[config.mk]
export PLATFORM = sky130hd
export DESIGN_NAME = coin_payer
export DESIGN_NICKNAME = d
export VERILOG_FILES = /design/src/rtl/coin_payer.sv
export SDC_FILE = /design/constraint.sdc
export NUM_CORES = 1
export LEC_CHECK = 0
export ABC_AREA = 1
export CORE_ASPECT_RATIO = 1.2
export CORE_UTILIZATION = 51
export DETAILED_ROUTE_END_ITERATION = 12
export PLACE_DENSITY = 0.8
export SLEW_MARGIN = 5
export SYNTH_ARGS = -nofsm -noshare
export SYNTH_HDL_FRONTEND = slang
export SYNTH_SLANG_ARGS = --single-unit
[constraint.sdc]
create_clock -name clk -period 3.1 [get_ports clk]
set_input_delay 0.62 -clock clk [delete_from_list [all_inputs] [get_ports clk]]
set_output_delay 0.62 -clock clk [all_outputs]
set_load 0.01 [all_outputs]
[src/rtl/coin_payer.sv]
// Buyer-side coin feeder for the single-drink vending seller: pays 1.5 yuan
// from a small wallet, then checks the seller's drink and change response.
module coin_payer #(
  parameter int TIMEOUT = 4,
  parameter int CW      = 4
) (
  input  logic          clk,
  input  logic          rst,
  input  logic          load,
  input  logic [CW-1:0] ld_n1,
  input  logic [CW-1:0] ld_n2,
  input  logic [CW-1:0] ld_n3,
  input  logic          start,
  input  logic          drink,
  input  logic [1:0]    change,
  output logic          d1,
  output logic          d2,
  output logic          d3,
  output logic [CW-1:0] cnt1,
  output logic [CW-1:0] cnt2,
  output logic [CW-1:0] cnt3,
  output logic          busy,
  output logic          done,
  output logic [1:0]    status,
  output logic [1:0]    chg_q
);

  localparam int WW = $clog2(TIMEOUT + 1);

  localparam logic [1:0] ST_OK      = 2'd0;
  localparam logic [1:0] ST_NOFUNDS = 2'd1;
  localparam logic [1:0] ST_TIMEOUT = 2'd2;
  localparam logic [1:0] ST_BADCHG  = 2'd3;

  typedef enum logic [1:0] {IDLE, PAY, WAIT} state_t;

  state_t        state;
  logic [2:0]    paid;
  logic [WW-1:0] wait_cnt;

  logic [CW+2:0] wallet;
  logic          funds_ok;
  logic [2:0]    pay_base;
  logic [2:0]    need;
  logic [1:0]    pick;
  logic [2:0]    coin_val;
  logic [2:0]    paid_nxt;
  logic          issue;

  assign wallet   = {3'b000, cnt1} + {2'b00, cnt2, 1'b0} + {1'b0, cnt3, 2'b00};
  assign funds_ok = wallet >= (CW+3)'(3);

  // The first coin goes out on the start edge itself, so IDLE pays from zero.
  assign pay_base = (state == PAY) ? paid : 3'd0;
  assign need     = 3'd3 - pay_base;
  assign issue    = (state == PAY) ||
                    ((state == IDLE) && !load && start && funds_ok);

  // Largest coin not exceeding the shortfall, otherwise the smallest one left.
  always_comb begin
    pick = 2'd0;
    if (need >= 3'd2 && cnt2 != '0)
      pick = 2'd2;
    else if (cnt1 != '0)
      pick = 2'd1;
    else if (cnt2 != '0)
      pick = 2'd2;
    else if (cnt3 != '0)
      pick = 2'd3;
  end

  always_comb begin
    coin_val = 3'd0;
    case (pick)
      2'd1:    coin_val = 3'd1;
      2'd2:    coin_val = 3'd2;
      2'd3:    coin_val = 3'd4;
      default: coin_val = 3'd0;
    endcase
  end

  assign paid_nxt = pay_base + coin_val;

  always_ff @(posedge clk) begin
    if (!rst) begin
      state    <= IDLE;
      paid     <= '0;
      wait_cnt <= '0;
      d1       <= 1'b0;
      d2       <= 1'b0;
      d3       <= 1'b0;
      cnt1     <= '0;
      cnt2     <= '0;
      cnt3     <= '0;
      busy     <= 1'b0;
      done     <= 1'b0;
      status   <= '0;
      chg_q    <= '0;
    end else begin
      d1   <= 1'b0;
      d2   <= 1'b0;
      d3   <= 1'b0;
      done <= 1'b0;

      case (state)
        IDLE: begin
          if (load) begin
            cnt1 <= ld_n1;
            cnt2 <= ld_n2;
            cnt3 <= ld_n3;
          end else if (start && !funds_ok) begin
            done   <= 1'b1;
            status <= ST_NOFUNDS;
          end
        end
        WAIT: begin
          if (drink) begin
            chg_q  <= change;
            done   <= 1'b1;
            status <= ({1'b0, change} == (paid - 3'd3)) ? ST_OK : ST_BADCHG;
            busy   <= 1'b0;
            state  <= IDLE;
          end else if (wait_cnt == WW'(TIMEOUT - 1)) begin
            done   <= 1'b1;
            status <= ST_TIMEOUT;
            busy   <= 1'b0;
            state  <= IDLE;
          end else begin
            wait_cnt <= wait_cnt + WW'(1);
          end
        end
        default: ;
      endcase

      if (issue) begin
        case (pick)
          2'd1: begin d1 <= 1'b1; cnt1 <= cnt1 - CW'(1); end
          2'd2: begin d2 <= 1'b1; cnt2 <= cnt2 - CW'(1); end
          2'd3: begin d3 <= 1'b1; cnt3 <= cnt3 - CW'(1); end
          default: ;
        endcase
        paid <= paid_nxt;
        busy <= 1'b1;
        if (paid_nxt >= 3'd3) begin
          state    <= WAIT;
          wait_cnt <= '0;
        end else begin
          state <= PAY;
        end
      end
    end
  end

endmodule

==> impl_metrics.yaml <==
drt:
  drtPass1Iterations: 8
  vias: 1731
  avgViaCountPerCell: 5.18
  wl_per_cell_um: 12.6
  finalWirelength_mm: 4.22
  drt_iter0_markers: 41
  postRouteAntennaNets: 0
  drc: 4
die:
  start_util: 0.551
  die_h_um: 68.9
  dieArea_um2: 3980
  coreArea_um2: 3450
  row_count: 23
  fp.dieW_um: 57.8
  io_pins: 40
sta:
  rsz0062_at_grt: "false"
  slew_violations: 0
  setup_violations: 0
  timing.fmax_mhz: 359
  fin_skew_ps: 4.01
  hold-worst-slack_ps: 447
  hold_violations: 0
  fin_crit_ps: 2780
  fin_crit_sh: 0.898
  timing.setup.tns_ps: 0
  worst_slew_pin_slew_ps: 385
  slew_headroom: 0.743
placed_design:
  place_hpwl_mm: 3.13
  place.gp.congestion: 0.860
  dp_cells: 327
  io_buffers: 39
  place_area_um2: 2330
yosys:
  synth-seq-cells: 29
  synthCells: 252
  yosys.cell_types.count: 29
  synthesis.area_um2: 1900
  syn_area_per_cell_um2: 7.55
  syn_nets: 289
  synth-seq-area-share: 0.305
  ys_warn_count: 0
global_route:
  first_global_vias: 1655
  grt-ovfl-total: 0
  antenna_found_initial: 0
  grt_pass1_wl_mm: 7.20
  grtUsageTotal: 0.244
  grt_max_degree: 18
outcome:
  violations: "design-rule violations"
  outcome: "complete, but fails checks"
layout:
  multiInputGateArea_um2: 1190
  fillCellCount: 296
  ff_latch_area_um2: 581
  final_area_um2: 2430
  final_cells: 334
  fin_nets: 334
  final_util: 0.703
  antennaDiodeCount: 0
  synthToLayoutAreaGrowth_pct: 27.5
  drive_gt1_frac: 0.131
worst_setup_path:
  reg2regPathDepth: 15
  reg2reg_from: "cnt1[2]$_SDFF_PN0_"
  end_kind: "register"
  critPathRequiredTime_ps: 3280
  arrival_ps: 2970
  path_class: "reg2reg"
  cp-start-kind: "register"
  cp_max_fo: 13
  r2r-end: "cnt3[1]$_SDFF_PN0_"
  r2r_setup_slack_ps: 320
run:
  drv_cap: 0
hold_path:
  hp-start: "wait_cnt[2]$_SDFF_PN0_"
  worstHoldPathCells: 2
  min_to: "wait_cnt[2]$_SDFF_PN0_"
  hp-class: "reg2reg"
clocking:
  clkTransAtPathRegs_ps: 60
  clkLatencyLatePin_ps: 280
  cts_sinks: 29
  clockRootBuffer: "clkbuf_8"
  post-cts-setup-buffer-count: 0
  h-tree-depth: 2
  clockBufferDepth: 2
  cts_buffers: 5
  cts_tree: "built"
power_and_ir_drop:
  irDropWorstVdd_v: 0.000540
  p_leak_nw: 1.10
  p_per_area_nw_per_um2: 1020
==> worst max path at each step <==
stage / from / end / slack, ps
floorplan: cnt1[2]$_SDFF_PN0_ / cnt3[3]$_SDFF_PN0_ / 440
global placement: cnt1[2]$_SDFF_PN0_ / cnt3[1]$_SDFF_PN0_ / 260
detailed placement: cnt1[2]$_SDFF_PN0_ / cnt3[1]$_SDFF_PN0_ / 180
CTS: cnt1[2]$_SDFF_PN0_ / cnt3[1]$_SDFF_PN0_ / 160
global route: cnt1[2]$_SDFF_PN0_ / cnt1[0]$_SDFF_PN0_ / 20
finish: cnt1[2]$_SDFF_PN0_ / cnt3[1]$_SDFF_PN0_ / 320
==> cells in the final DEF, fill, tap and decap left out, types with 7 or more instances in the layout <==
cell and instances:
nand2_1 45, nor2_1 41, clkdlybuf4s50_1 39, dfxtp_1 29, inv_1 25, nand3_1 14, ha_1 14, a21oi_1 11
o21ai_0 10, mux2_2 9, nand3_2 7, xor2_1 7
==> report_power, final <==
| part | leakage [nW] | total, mW | internal [mW] | switching (mW) |
|---|---|---|---|---|
| registers | 0.237 | 0.613 | 0.495 | 0.118 |
| clock network | 0.0443 | 0.313 | 0.176 | 0.138 |
| logic | 0.822 | 1.55 | 0.662 | 0.889 |
==> area by class of cell <==
| cell class | count | share of cell area |
|---|---|---|
| multi-input cells | 188 | 0.489 |
| well taps | 37 | 0.0191 |
| repair buffers | 41 | 0.167 |
| inverters | 32 | 0.0500 |
| flip-flops and latches | 29 | 0.239 |
| clock buffers | 7 | 0.0356 |
==> registers in the layout, summed over array words and instances, names as in the netlist <==
name	cells
busy	1
chg_q	2
cnt1	4
cnt2	4
cnt3	4
d1	1
d2	1
d3	1
done	1
paid	3
state	2
status	2
wait_cnt	3
==> repair_timing <==
item | 4_1_cts | 5_1_grt
endpoints found under the setup margin | 0 | 14
resized for setup | 0 | 3
endpoints found under the hold margin | 0 | 0
hold buffers | 0 | 0
==> critical path, stage by stage, from the launching register on <==
cell and delay, ps:
dfxtp_1 390, inv_1 110, fa_1 530, inv_1 40, ha_1 200, inv_1 70
fa_1 390, nor3b_1 140, nand3_1 120, nand2_1 100, nand2_4 170, inv_2 110
nor2_4 150, nand2_1 60, nand2_1 60, nor2_1 30
==> kinds of logic after synthesis <==
family / after synthesis / synth area share
compound gates: 26 / 0.0684
mux: 11 / 0.0638
xor+xnor: 11 / 0.0506
flops: 29 / 0.305
buf+inv: 35 / 0.0743
simple gates: 122 / 0.304
fa+ha+maj: 18 / 0.134
==> cells in the mapped netlist (all sizes together) <==
master | n | share of area
nand2 | 49 | 0.10
nor2 | 45 | 0.10
inv | 30 | 0.059
dfxtp | 29 | 0.31
nand3 | 21 | 0.074
o21ai | 15 | 0.039
ha | 14 | 0.092
a21oi | 11 | 0.029
mux2 | 9 | 0.053
xor2 | 7 | 0.032
fa | 4 | 0.042
nor3 | 4 | 0.013
xnor2 | 4 | 0.018
and3 | 2 | 0.0066
buf | 2 | 0.0085
clkinv | 2 | 0.0046
mux2i | 2 | 0.011
clkbuf | 1 | 0.0020
nor3b | 1 | 0.0039
==> per-layer routing <==
metal	track usage	wire length [µm]	vias to the layer above
met5	0	0	-
met4	0.0952	84	0
met3	0.0597	163	8
met2	0.430	2080	40
met1	0.289	1900	786
li1	-	-	897
==> per-stage QoR <==
step	total power, mW	setup WS [ps]
global route	2.73	20.6
global placement	2.11	257
floorplan	1.72	439
finish	2.48	316
CTS	2.47	155
detailed placement	2.14	179
Power figures use the tool's default switching activity.
